==> src/rtl/multicycle_ctrl_pkg.sv <==
// Shared encodings for the multicycle controller and the datapath muxes it steers.
package multicycle_ctrl_pkg;

  typedef enum logic [3:0] {
    StFetch  = 4'd0,
    StDecode = 4'd1,
    StMemAdr = 4'd2,
    StMemRd  = 4'd3,
    StMemWb  = 4'd4,
    StMemWr  = 4'd5,
    StExecR  = 4'd6,
    StExecI  = 4'd7,
    StAluWb  = 4'd8,
    StBranch = 4'd9
  } state_e;

  localparam logic [1:0] SrcBReg  = 2'b00;
  localparam logic [1:0] SrcBImm  = 2'b01;
  localparam logic [1:0] SrcBFour = 2'b10;

  localparam logic [1:0] ResAluOut    = 2'b00;
  localparam logic [1:0] ResMemData   = 2'b01;
  localparam logic [1:0] ResAluDirect = 2'b10;

  localparam logic [1:0] OpDp     = 2'b00;
  localparam logic [1:0] OpMem    = 2'b01;
  localparam logic [1:0] OpBranch = 2'b10;
  localparam logic [1:0] OpUndef  = 2'b11;

endpackage

==> src/rtl/multicycle_controller.sv <==
// Multicycle sequencer: steps each ARMv7 instruction through fetch/decode/execute/memory/writeback
// over a shared ALU and unified memory port, gating architectural writes by the condition check.
module multicycle_controller
  import multicycle_ctrl_pkg::*;
(
  input  logic       i_Clock,
  input  logic       i_Reset_n,
  input  logic [1:0] i_Op,
  input  logic       i_Immediate_Enable,
  input  logic       i_Set_Condition,
  input  logic       i_Cond_Ex,
  input  logic       i_Mem_Ready,
  output logic       o_PC_Write,
  output logic       o_IR_Write,
  output logic       o_Address_Src,
  output logic       o_ALU_Src_A,
  output logic [1:0] o_ALU_Src_B,
  output logic       o_ALU_Op,
  output logic [1:0] o_Result_Src,
  output logic       o_Port3_Write_Enable,
  output logic       o_Memory_Write_Enable,
  output logic [1:0] o_Immediate_Src,
  output logic       o_Instr_Done,
  output logic [3:0] o_State
);

  state_e state_q, state_d, cur_state;

  // While reset is held the outputs decode as FETCH so nothing downstream sees a stale state.
  assign cur_state       = i_Reset_n ? state_q : StFetch;
  assign o_State         = cur_state;
  assign o_Immediate_Src = i_Op;

  always_comb begin
    state_d               = StFetch;
    o_PC_Write            = 1'b0;
    o_IR_Write            = 1'b0;
    o_Address_Src         = 1'b0;
    o_ALU_Src_A           = 1'b0;
    o_ALU_Src_B           = SrcBReg;
    o_ALU_Op              = 1'b0;
    o_Result_Src          = ResAluOut;
    o_Port3_Write_Enable  = 1'b0;
    o_Memory_Write_Enable = 1'b0;
    o_Instr_Done          = 1'b0;
    case (cur_state)
      StFetch: begin
        o_ALU_Src_A  = 1'b1;
        o_ALU_Src_B  = SrcBFour;
        o_Result_Src = ResAluDirect;
        o_IR_Write   = i_Mem_Ready;
        o_PC_Write   = i_Mem_Ready;
        state_d      = i_Mem_Ready ? StDecode : StFetch;
      end
      StDecode: begin
        o_ALU_Src_A  = 1'b1;
        o_ALU_Src_B  = SrcBFour;
        o_Result_Src = ResAluDirect;
        unique case (i_Op)
          OpMem:    state_d = StMemAdr;
          OpDp:     state_d = i_Immediate_Enable ? StExecI : StExecR;
          OpBranch: state_d = StBranch;
          OpUndef: begin
            state_d      = StFetch;
            o_Instr_Done = 1'b1;
          end
          default:  state_d = StFetch;
        endcase
      end
      StMemAdr: begin
        o_ALU_Src_B = SrcBImm;
        state_d     = i_Set_Condition ? StMemRd : StMemWr;
      end
      StMemRd: begin
        o_Address_Src = 1'b1;
        state_d       = i_Mem_Ready ? StMemWb : StMemRd;
      end
      StMemWb: begin
        o_Result_Src         = ResMemData;
        o_Port3_Write_Enable = i_Cond_Ex;
        o_Instr_Done         = 1'b1;
      end
      StMemWr: begin
        // A failed condition skips the access entirely rather than waiting on memory.
        o_Address_Src         = 1'b1;
        o_Memory_Write_Enable = i_Cond_Ex;
        o_Instr_Done          = ~i_Cond_Ex | i_Mem_Ready;
        state_d               = o_Instr_Done ? StFetch : StMemWr;
      end
      StExecR: begin
        o_ALU_Op = 1'b1;
        state_d  = StAluWb;
      end
      StExecI: begin
        o_ALU_Src_B = SrcBImm;
        o_ALU_Op    = 1'b1;
        state_d     = StAluWb;
      end
      StAluWb: begin
        o_Result_Src         = ResAluOut;
        o_Port3_Write_Enable = i_Cond_Ex;
        o_Instr_Done         = 1'b1;
      end
      StBranch: begin
        o_ALU_Src_B  = SrcBImm;
        o_Result_Src = ResAluDirect;
        o_PC_Write   = i_Cond_Ex;
        o_Instr_Done = 1'b1;
      end
      default: state_d = StFetch;
    endcase
    if (!i_Reset_n) begin
      o_PC_Write            = 1'b0;
      o_IR_Write            = 1'b0;
      o_Port3_Write_Enable  = 1'b0;
      o_Memory_Write_Enable = 1'b0;
      o_Instr_Done          = 1'b0;
    end
  end

  always_ff @(posedge i_Clock) begin
    if (!i_Reset_n) begin
      state_q <= StFetch;
    end else begin
      state_q <= state_d;
    end
  end

endmodule

==> config.mk <==
export PLATFORM = sky130hd
export DESIGN_NAME = multicycle_controller
export DESIGN_NICKNAME = d
export VERILOG_FILES = /design/src/rtl/multicycle_ctrl_pkg.sv /design/src/rtl/multicycle_controller.sv
export SDC_FILE = /design/constraint.sdc
export NUM_CORES = 1
export LEC_CHECK = 0
export CORE_AREA = 2 2 39 41
export CTS_CLUSTER_SIZE = 14
export DETAILED_ROUTE_END_ITERATION = 6
export DIE_AREA = 0 0 41 43
export GPL_TIMING_DRIVEN = 0
export PLACE_DENSITY = 0.76
export SLEW_MARGIN = 10
export SYNTH_ARGS = -nofsm -noshare
export SYNTH_HDL_FRONTEND = slang
export SYNTH_SLANG_ARGS = --single-unit
==> constraint.sdc <==
create_clock -name i_Clock -period 3.4 [get_ports i_Clock]
set_input_delay 0.34 -clock i_Clock [delete_from_list [all_inputs] [get_ports i_Clock]]
set_output_delay 0.34 -clock i_Clock [all_outputs]
set_load 0.005 [all_outputs]
==> results.yml, run 1 <==
run_status:
  status: "finished, final reports clean"
setup_path:
  path_delay_family: "buffers and inverters"
  cpMostUsedCell: "clkdlybuf4s50_1"
  critPathBufInv: 3
  cp.required_ps: 3060
  critPathCaptureType: "primary output"
  cp_max_fo: 10
  cp_slowest_cell: "clkdlybuf4s50_1"
  critPathLaunchType: "primary input"
  crit_chain: "clkdlybuf4s50_1, buf_2, and2_1, nor4b_1, clkdlybuf4s50_1"
  cp.arrival_ps: 2080
  critPathKind: "in2out"
  critPathMaxStageDelay_ps: 560
placement:
  dp_cells: 110
  dp_hpwl_um: 1029
  numPortBuffers: 25
  dpl_worst_slack_ps: 975.7
  routabilityCongestion: 0.8002
global_route:
  grt_pass1_wl_um: 2221
  grt_pass1_vias: 526
  grt_max_degree: 11
  track_usage_pct: 17.82
  gr-total-overflow: 0
  antenna_found_initial: 0
die:
  initial_core_util_pct: 35.35
  fp.dieH_um: 43
  core_mm2: 0.001384
  die_area_mm2: 0.001763
  die_w_um: 41
  ios: 26
  fp-row-count: 14
finish:
  top_regs: "state_q (4)"
  drive_gt1_share_pct: 12.37
  fin_nets: 107
  antenna_cells: 0
  fin_cells: 113
  top_register: "state_q"
  area_delta_synth_final_pct: 59.85
  mostFrequentLayoutCells: "clkdlybuf4s50_1, nor2b_1, nor2_1, o21ai_0, and3_1"
  fillers: 140
  layout_commonest_cell: "clkdlybuf4s50_1"
  largest_register_ffs: 4
cts:
  cts_max_level: 1
  clockBufferDepth: 2
  cts_tree: "yes"
  post-cts-setup-buffers: 0
  clk_pin_slew_worst_paths_ps: 40
  clk_latency_ps: 240
  cts_inserted_buffers: 3
  cts-root-buf: "clkbuf_4"
  ctsResizeCount: 0
  holdBufCountCts: 0
  cts.sinks: 4
drt:
  via_count: 595
  drt_iter0_markers: 17
  wl_per_cell_um: 12.42
  drt-vias-per-instance: 5.265
  dr.pass1.iters: 4
  ant_nets: 0
  totalWireLength_um: 1403
  drc: 0
logic_synthesis:
  syn_area_per_cell_um2: 7.090
  synth-edff-count: 0
  syn-cell-area_um2: 489.2
  synth_top_area_cell: "dfxtp_1"
  synth_top_flop_cell: "dfxtp_1"
  yosysSeqAreaShare_pct: 16.37
  ys.warnings.count: 0
  async_flop_share_pct: 0
  synthTopCellsByArea: "dfxtp_1, nor2b_1, and3_1"
  synth_top_cell_area_share_pct: 16.37
  netlist_instances: 69
  synthDistinctLibCells: 29
  ys_ff_latch: 4
  syn_nets: 77
timing:
  finClkSkew_ps: 0.1922
  finalSetupViolCount: 0
  rsz0062_at_grt: "false"
  tightest_slew_ps: 444.9
  fmax_ghz: 0.4128
  hold_violations: 0
  period_needed_ps: 2423
  max_slew_margin_pct: 70.34
  drv_slew: 0
  min_period_over_period_pct: 71.25
  setup_slack_ps: 977.5
  fin_tns_setup_ps: 0
pwr:
  pwr-share-seq_pct: 29.3
  powerDensity_mw_per_mm2: 227.5
  p_leak_nw: 0.3464
  p_switching_mw: 0.05149
  vdd_drop_max_uv: 132.9
  swShare_pct: 28.94
  p_int_mw: 0.1264
  power_frac_comb_pct: 36.6
  clkPwrFrac_pct: 34.1
job:
  maxCapViolCount: 0
worst_hold_path:
  hp-class: "reg2reg"
==> synthesized netlist by cell type (2+ instances only) <==
master,number
a21oi_1,3
and2_1,4
and3_1,5
buf_2,3
buf_4,2
dfxtp_1,4
inv_1,2
nand2_1,3
nand2b_1,3
nand3_1,2
nor2_1,5
nor2b_1,7
nor3_1,3
o21ai_0,5
or4_1,3
xor2_1,2
==> area by class of cell <==
class	count	area [um^2]	share of cell area (%)
multi-input combinational	56	356.6	45.60
timing repair buffer	25	250.2	32.00
sequential	4	80.08	10.24
buffer	7	45.04	5.760
clock buffer	3	22.52	2.880
tap	16	20.02	2.560
inverter	2	7.507	0.9600
==> routing by layer <==
| metal | GRT usage [%] | vias up | share of wire [%] |
|---|---|---|---|
| li1 | - | 296 | - |
| met1 | 26.11 | 277 | 46 |
| met2 | 25.31 | 20 | 48 |
| met3 | 1.571 | 2 | 4.6 |
| met4 | 8.000 | 0 | 1.1 |
| met5 | 0 | - | 0 |
==> power by group through the flow <==
stage	registers, mW	clock network (mW)	logic (mW)
4_1_cts	0.0522	0.0625	0.0646
2_1_floorplan	0.0523	0	0.0331
5_1_grt	0.0524	0.0650	0.0707
6_report	0.0522	0.0606	0.0651
3_5_place_dp	0.0528	0	0.0643
3_3_place_gp	0.0529	0	0.0636
==> final timing paths <==
kind	start	to	slack, ps	cells past startpoint
max	i_Reset_n	o_Result_Src[0]	980	5
max reg2reg	state_q[3]$_SDFF_PN0_	state_q[3]$_SDFF_PN0_	2050	4
min reg2reg	state_q[2]$_SDFF_PN0_	state_q[1]$_SDFF_PN0_	600	2
min	state_q[2]$_SDFF_PN0_	state_q[1]$_SDFF_PN0_	600	2
==> metrics by stage <==
step | power (mW) | area, um^2 | hold slack (ps) | util, %
6_report | 0.1779 | 782.0 | 605.0 | 56.51
4_1_cts | 0.1793 | 782.0 | 601.1 | 56.51
2_1_floorplan | 0.08533 | 489.2 | 485.2 | -
3_5_place_dp | 0.1171 | 759.5 | 590.9 | 54.88
5_1_grt | 0.1880 | 782.0 | 638.5 | 56.51
3_3_place_gp | 0.1165 | 759.5 | 583.7 | 54.88
==> kinds of logic after synthesis <==
kind of cell	Yosys count	share of synthesized area, %
compound gates	12	14.58
xor+xnor	3	5.372
buf+inv	9	10.74
flops	4	16.37
simple gates	41	52.94
==> worst reg2reg max path, cell delays in order, from the launching register on <==
cell and delay [ps]:
dfxtp_1 310, clkbuf_1 360, nor2b_1 150, and2_1 210
a31o_2 210
Power figures use the tool's default switching activity.
==> inputs of run 2 (changes only) <==
- CORE_AREA: 2 2 39 41 -> not set
- CORE_MARGIN: not set -> 2
- CORE_UTILIZATION: not set -> 34
- DIE_AREA: 0 0 41 43 -> not set
- PLACE_DENSITY: 0.76 -> 0.74
- clock period: 3.4 -> 2.1 ns (I/O delays scaled with it)
==> results.yml, run 2 (synthesized netlist as in run 1, its figures left out) <==
die:
  fp.dieH_um: 41.93
  core_mm2: 0.001318
  die_w_um: 41.93
  fp-row-count: 13
  ios: 26
  initial_core_util_pct: 37.13
  die_area_mm2: 0.001758
pwr:
  swShare_pct: 28.03
  p_int_mw: 0.2080
  vdd_drop_max_uv: 147.3
  finalPower_mw: 0.2890
  power_frac_comb_pct: 37.4
  p_leak_nw: 0.3679
  pwr-share-seq_pct: 29.9
  powerDensity_mw_per_mm2: 357.6
  clkPwrFrac_pct: 32.6
  p_switching_mw: 0.08100
setup_path:
  critPathKind: "in2out"
  cp.arrival_ps: 1790
  cp.required_ps: 1890
  critPathLaunchType: "primary input"
  cp_max_fo: 10
  critPathCaptureType: "primary output"
drt:
  drt_iter0_markers: 11
  dr.pass1.iters: 4
  totalWireLength_um: 1455
  via_count: 574
  ant_nets: 0
  drt-vias-per-instance: 5.171
  wl_per_cell_um: 13.11
  drc: 0
finish:
  fin_nets: 106
  top_regs: "state_q (4)"
  largest_register_ffs: 4
  top_register: "state_q"
  layout_commonest_cell: "clkdlybuf4s50_1"
  area_delta_synth_final_pct: 65.22
  drive_gt1_share_pct: 19.79
  mostFrequentLayoutCells: "clkdlybuf4s50_1, nor2b_1, nor2_1, o21ai_0, and3_1"
  final_cell_area_um2: 808.3
  final_util_pct: 61.35
  fin_cells: 111
  antenna_cells: 0
timing:
  tightest_slew_ps: 220.3
  fmax_ghz: 0.4993
  min_period_over_period_pct: 95.36
  max_slew_margin_pct: 85.32
  finalSetupViolCount: 0
  finClkSkew_ps: 5.372
  hold_violations: 0
  fin_tns_setup_ps: 0
  drv_slew: 0
  rsz0062_at_grt: "false"
  period_needed_ps: 2003
  holdWs_ps: 639.3
  setup_slack_ps: 97.35
placement:
  dp_hpwl_um: 1081
  dp_cells: 109
  numPortBuffers: 25
  routabilityCongestion: 0.7719
  placed_cell_area_um2: 758.2
  dpl_worst_slack_ps: -65.18
global_route:
  track_usage_pct: 19.18
  grt_max_degree: 12
  antenna_found_initial: 0
  grt_pass1_wl_um: 2677
  gr-total-overflow: 0
  grt_pass1_vias: 590
cts:
  cts-root-buf: "clkbuf_4"
  cts_tree: "yes"
  cts_max_level: 1
  cts.sinks: 4
  clk_latency_ps: 230
  clockBufferDepth: 2
  holdBufCountCts: 0
  cts_inserted_buffers: 3
  clk_pin_slew_worst_paths_ps: 30
job:
  maxCapViolCount: 0
run_status:
  status: "finished, final reports clean"
worst_hold_path:
  hp-class: "reg2reg"
==> run 2: power groups by stage <==
stage / registers [mW] / clock network (mW) / logic (mW)
2_1_floorplan: 0.0846 / 0 / 0.0536
3_3_place_gp: 0.0857 / 0 / 0.103
3_5_place_dp: 0.0856 / 0 / 0.105
4_1_cts: 0.0858 / 0.100 / 0.106
5_1_grt: 0.0873 / 0.109 / 0.117
6_report: 0.0865 / 0.0943 / 0.108
==> run 2: path summary, 6_finish.rpt <==
check / from / to / slack [ps] / cells after the start
worst max-delay path: i_Reset_n / o_Memory_Write_Enable / 100 / 5
worst min-delay path: state_q[2]$_SDFF_PN0_ / state_q[1]$_SDFF_PN0_ / 640 / 2
worst max register to register: state_q[3]$_SDFF_PN0_ / state_q[0]$_SDFF_PN0_ / 650 / 3
worst min register to register: state_q[2]$_SDFF_PN0_ / state_q[1]$_SDFF_PN0_ / 640 / 2
==> run 2: layer usage <==
layer / vias up / track usage, % / share of wire [%]
li1: 295 / - / -
met1: 266 / 24.87 / 47
met2: 13 / 32.50 / 51
met3: 0 / 2.609 / 2.3
met4: 0 / 5.806 / 0
met5: - / 0 / 0
==> run 2: timing repair <==
item,CTS,global route
endpoints found under the setup margin,2,5
resized for setup,3,9
buffers inserted,0,0
==> run 2: area by class of cell <==
class / instances / area (um^2)
fill: 132 / 509.2
clock buffer: 3 / 22.52
buffer: 6 / 52.55
inverter: 2 / 7.507
multi-input combinational: 56 / 371.6
tap: 15 / 18.77
sequential: 4 / 82.58
timing repair buffer: 25 / 252.7
==> run 2: worst max-delay path, cell delays in order <==
cell and delay, ps:
clkdlybuf4s50_1 540, buf_6 150, and3b_1 220, and3_1 180, clkdlybuf4s50_1 490
